==> config.mk <==
export PLATFORM = sky130hd
export DESIGN_NAME = ddr2_spd_i2c_responder
export DESIGN_NICKNAME = d
export VERILOG_FILES = /design/src/rtl/ddr2_spd_i2c_responder.sv
export SDC_FILE = /design/constraint.sdc
export NUM_CORES = 2
export LEC_CHECK = 0
export ABC_CLOCK_PERIOD_IN_PS = 10510
export CORE_MARGIN = 1
export CORE_UTILIZATION = 60
export CTS_BUF_LIST = sky130_fd_sc_hd__clkbuf_8
export DETAILED_ROUTE_END_ITERATION = 7
export GPL_TIMING_DRIVEN = 1
export PLACE_DENSITY = 0.77
export SLEW_MARGIN = 15
export SYNTH_ARGS = -nofsm -noshare
export SYNTH_HDL_FRONTEND = slang
export SYNTH_SLANG_ARGS = --single-unit
==> constraint.sdc <==
create_clock -name clk -period 10.51 [get_ports clk]
set_input_delay 1.5765 -clock clk [delete_from_list [all_inputs] [get_ports clk]]
set_output_delay 1.5765 -clock clk [all_outputs]
set_load 0.05 [all_outputs]
==> src/rtl/ddr2_spd_i2c_responder.sv <==
// I2C target that serves a DDR2 SPD-style byte store, with a local preload write port.
// Bus inputs are synchronized and every protocol decision is taken on synced SCL edges.
module ddr2_spd_i2c_responder #(
  parameter logic [6:0]  DEV_ADDR  = 7'h50,
  parameter int unsigned MEM_DEPTH = 256
) (
  input  logic       clk,
  input  logic       reset,
  input  logic       scl_in,
  input  logic       sda_in,
  output logic       sda_oe,
  input  logic       mem_wr,
  input  logic [7:0] mem_addr,
  input  logic [7:0] mem_wdata,
  output logic       busy,
  output logic       addressed
);
  localparam int unsigned AW = $clog2(MEM_DEPTH);

  typedef enum logic [3:0] {
    StIdle, StDevAddr, StAckDev, StWordAddr, StAckWord,
    StWrData, StAckWr, StRdData, StRdAck
  } state_e;

  state_e          state_q;
  logic [3:0]      bit_cnt_q;
  logic [7:0]      shift_q;
  logic [AW-1:0]   ptr_q;
  logic            rw_q, nack_q, commit_q;
  logic [7:0]      mem [MEM_DEPTH];

  logic scl_meta, scl_sync, scl_dly, sda_meta, sda_sync, sda_dly;
  logic scl_rise, scl_fall, start_det, stop_det;
  logic [7:0] rx_byte, rd_byte;

  always_ff @(posedge clk) begin
    if (reset) begin
      {scl_meta, scl_sync, scl_dly} <= 3'b111;
      {sda_meta, sda_sync, sda_dly} <= 3'b111;
    end else begin
      {scl_meta, scl_sync, scl_dly} <= {scl_in, scl_meta, scl_sync};
      {sda_meta, sda_sync, sda_dly} <= {sda_in, sda_meta, sda_sync};
    end
  end

  assign scl_rise  = scl_sync & ~scl_dly;
  assign scl_fall  = ~scl_sync & scl_dly;
  assign start_det = scl_sync & scl_dly & sda_dly & ~sda_sync;
  assign stop_det  = scl_sync & scl_dly & ~sda_dly & sda_sync;
  assign rx_byte   = {shift_q[6:0], sda_sync};
  assign rd_byte   = mem[ptr_q];

  // I2C commit owns the array in its cycle; a colliding local write is dropped.
  always_ff @(posedge clk) begin
    if (commit_q) begin
      mem[ptr_q] <= shift_q;
    end else if (mem_wr) begin
      mem[mem_addr[AW-1:0]] <= mem_wdata;
    end
  end

  always_ff @(posedge clk) begin
    if (reset) begin
      state_q   <= StIdle;
      sda_oe    <= 1'b0;
      busy      <= 1'b0;
      addressed <= 1'b0;
      ptr_q     <= '0;
      bit_cnt_q <= '0;
      shift_q   <= '0;
      rw_q      <= 1'b0;
      nack_q    <= 1'b0;
      commit_q  <= 1'b0;
    end else begin
      commit_q <= 1'b0;
      if (commit_q) ptr_q <= ptr_q + AW'(1);
      if (stop_det) begin
        state_q   <= StIdle;
        sda_oe    <= 1'b0;
        busy      <= 1'b0;
        addressed <= 1'b0;
        bit_cnt_q <= '0;
      end else if (start_det) begin
        state_q   <= StDevAddr;
        sda_oe    <= 1'b0;
        busy      <= 1'b1;
        addressed <= 1'b0;
        bit_cnt_q <= '0;
      end else begin
        unique case (state_q)
          StIdle: ;
          StDevAddr, StWordAddr, StWrData: begin
            if (scl_rise) begin
              shift_q   <= rx_byte;
              bit_cnt_q <= bit_cnt_q + 4'd1;
              if (bit_cnt_q == 4'd7) begin
                bit_cnt_q <= '0;
                if (state_q == StDevAddr) begin
                  if (rx_byte[7:1] == DEV_ADDR) begin
                    state_q   <= StAckDev;
                    addressed <= 1'b1;
                    rw_q      <= rx_byte[0];
                  end else begin
                    state_q <= StIdle;
                  end
                end else if (state_q == StWordAddr) begin
                  ptr_q   <= rx_byte[AW-1:0];
                  state_q <= StAckWord;
                end else begin
                  commit_q <= 1'b1;
                  state_q  <= StAckWr;
                end
              end
            end
          end
          // First fall after the 8th bit starts the ACK; the next fall ends it.
          StAckDev, StAckWord, StAckWr: begin
            if (scl_fall) begin
              if (bit_cnt_q == 4'd0) begin
                sda_oe    <= 1'b1;
                bit_cnt_q <= 4'd1;
              end else begin
                bit_cnt_q <= '0;
                if (state_q == StAckDev && rw_q) begin
                  state_q <= StRdData;
                  shift_q <= rd_byte;
                  sda_oe  <= ~rd_byte[7];
                end else begin
                  sda_oe  <= 1'b0;
                  state_q <= (state_q == StAckDev) ? StWordAddr : StWrData;
                end
              end
            end
          end
          StRdData: begin
            if (scl_rise) begin
              bit_cnt_q <= bit_cnt_q + 4'd1;
            end else if (scl_fall) begin
              if (bit_cnt_q == 4'd8) begin
                sda_oe    <= 1'b0;
                ptr_q     <= ptr_q + AW'(1);
                bit_cnt_q <= '0;
                state_q   <= StRdAck;
              end else begin
                shift_q <= {shift_q[6:0], 1'b0};
                sda_oe  <= ~shift_q[6];
              end
            end
          end
          StRdAck: begin
            if (scl_rise) begin
              nack_q    <= sda_sync;
              bit_cnt_q <= 4'd1;
            end else if (scl_fall && bit_cnt_q == 4'd1) begin
              bit_cnt_q <= '0;
              if (!nack_q) begin
                state_q <= StRdData;
                shift_q <= rd_byte;
                sda_oe  <= ~rd_byte[7];
              end else begin
                state_q <= StIdle;
              end
            end
          end
          default: state_q <= StIdle;
        endcase
      end
    end
  end
endmodule

==> metrics.txt <==
area grow syn2layout 9.45%; clock slew at reported path FFs 0.06 ns; via count 42400; Mapped Nets between 3000 and 4000; grt total ovfl 0; TritonCTS buffer count 327; busiest grt layer met2; Avg Inst Size Synth between 20 and 25 um^2; net switching power about 3.4 mW; Area after DPL 83500 um^2; most common cell in the synthesized netlist edfxtp_1; GPL Wtd Cong approximately 0.98; Vias per Instance slightly below 7; post-route clock period utilization between 40 and 50%; Setup TNS 0 ns; Synth cell types 76; cts hold-fix bufs 0; share of the synthesized area in the top cell type 75.3%; Crit path arrival time 6.15 ns; placed cells between 5000 and 6000; number of synthesized register bits about 2100; fmax ~190 MHz; power share of the clock group a little under 40%; initial antenna violation count 11; initial DRC count approximately 6700; CTS tree done; WL final between 200 and 250 mm; Post-DRT Antenna Nets 0; clk sinks ~2100; minimum clock period about 5.2 ns; PortBufs 23; Final Skew about 0.08 ns; site row count 134; GRT Util Overall between 20% and 30%; DIE WIDTH 371 um; fillers 8178; CTS Root Buffer Type clkbuf_8; number of synthesized flops with an enable pin 2048; max-slew violation count 0; Hold Path Class reg2reg; Die Height approximately 370 um; leak pwr ~27 nW; I/O pins 24; Pre-antenna DRT Iters 6; vias in the first global route approximately 42000; RSZ-0062 raised after global routing false; multi-input logic area between 15000 and 20000 um^2; Max-slew headroom 14.6%; power per cell area approximately 180 nW/um^2; largest net degree at the start of global routing 173; Post-CTS Setup Bufs 0; Finished Cell Area a little under 90000 um^2; Worst-Skew Late Latency roughly 1.1 ns; H-tree levels 5; met3 Use GR 10.5%; ratio of cells with drive above 1 in the final layout between 20 and 25%; M2 GR Usage a little over two fifths; critical path type reg2reg; combinational share of power approximately 2.2%; Switching Fraction approximately a fifth; first-pass GRT wire length 291 mm; Remaining DRCs 0; Max Cap Viol 0; synth cell count leaders edfxtp_1 (2048), mux4_2 (479), nor2_1 (320); final hold vios 0; Seq pwr share between 50% and 60%; peak supply drop about 0.19 mV; final setup fails 0; Non-Filler Instances just over 6000; Initial Util approximately three fifths; Worst-Margin Slew 1.27 ns; dpl hpwl between 100 and 150 mm; Main synth FF type edfxtp_1; Layout Nets between 4000 and 5000; Critical Path Sink Type flop; Die Footprint around 140000 um^2; Register Area ~62000 um^2; warnings from Yosys 0; Post-CTS Resized 0; worst-case clock buffer depth 4; Core Util, Final around two thirds; met1 Usage GRT a little over two fifths; sequential area share after synthesis between 70% and 80%; crit path max fanout 120; WP data required between 10 and 15 ns; dominant cells by area after synthesis edfxtp_1 (75%), mux4_2 (13%), nor2_1 (1.5%); Worst setup SP type flop; Mapped Area a little over 80000 um^2; area leader, netlist edfxtp_1; Pint around 13 mW; wire per inst between 30 and 40 um; Post-Synthesis Cells between 3000 and 4000; asr flop ratio synth 0%; Placeable Area approximately 130000 um^2; status complete, no violations
per-layer routing:
metal	routed length, um	up-vias
li1	-	17000
met1	73400	21600
met2	91100	3266
met3	28900	507
met4	8310	10
met5	65	-
path summary, 6_finish.rpt:
kind / start / endpoint / slack (ns) / cells past startpoint
setup / recovery: ptr_q[1] / shift_q[6] / 5.29 / 10
hold / removal: scl_meta / scl_sync / 0.42 / 1
setup reg to reg: ptr_q[1] / shift_q[6] / 5.29 / 10
hold reg to reg: scl_meta / scl_sync / 0.42 / 1
power by group through the flow:
stage / Combinational (mW) / Clock, mW / Sequential, mW
floorplan: 0.166 / 0 / 9.45
global placement: 0.326 / 0 / 9.40
detailed placement: 0.339 / 0 / 9.40
CTS: 0.338 / 6.34 / 9.22
global route: 0.362 / 6.69 / 9.22
finish: 0.344 / 6.31 / 9.22
state kept, by name, indices dropped and copies added (netlist names):
register   count
mem         2048
ptr_q          8
shift_q        8
bit_cnt_q      4
state_q        4
addressed      1
busy           1
commit_q       1
nack_q         1
rw_q           1
scl_dly        1
scl_meta       1
scl_sync       1
sda_dly        1
sda_meta       1
sda_oe         1
sda_sync       1
layout by cell type, fill, tap and decap left out, drive strengths merged, types with 14 or more instances in the layout:
cell type,Yosys,layout
nand2,100,100
mux2i,100,100
clkinv,1,121
a221oi,36,36
nor2,320,320
clkdlybuf4s50,0,23
nor3,52,52
buf,127,81
o211ai,24,24
nand2b,15,15
mux4,494,494
o221ai,14,14
inv,12,89
o21ai,62,62
a22o,16,16
nand3,28,28
dfxtp,36,36
a22oi,86,86
a31oi,23,23
or3,17,17
edfxtp,2048,2048
nor2b,15,15
a21oi,48,48
o22ai,56,56
clkbuf,115,337
cell type report:
cell class                      count  share of cell area [%]
Antenna cell                        9                  0.0252
Timing Repair Buffer              104                    1.02
Multi-Input combinational cell   1632                    20.3
Clock buffer                      337                    5.19
Sequential cell                  2084                    69.6
Tap cell                         1768                    2.48
Clock inverter                    214                    1.33
Inverter                           13                  0.0560
critical path, cell delays in order (launching register included):
cell,delay (ns)
dfxtp_4,0.75
buf_4,0.70
buf_12,0.63
nor2b_2,1.02
buf_4,0.36
a22oi_1,0.15
o211ai_1,0.19
o211ai_1,0.19
nor3_1,0.71
or3_1,0.22
a31oi_1,0.07
stage by stage:
step,power (mW),hold WS [ns],setup WS (ns)
after floorplan,9.62,0.389,4.39
after global placement,9.72,0.407,4.93
after detailed placement,9.74,0.406,4.89
after CTS,15.9,0.429,5.46
after global routing,16.3,0.440,5.23
final,15.9,0.421,5.29
logic make-up (layout without fill, tap and decap cells):
logic type | Yosys count | count (layout) | share of synthesized area, %
AO/OA/AOI/OAI | 405 | 405 | 3.42
XOR/XNOR | 14 | 14 | 0.150
adder cells (fa/ha/maj) | 7 | 7 | 0.107
buffers and inverters | 255 | 668 | 1.79
flip-flops | 2084 | 2084 | 76.2
multiplexers | 603 | 603 | 15.0
other | 0 | 9 | 0
AND/OR/NAND/NOR | 603 | 603 | 3.28
No activity file was read; power rests on OpenSTA's default activity.
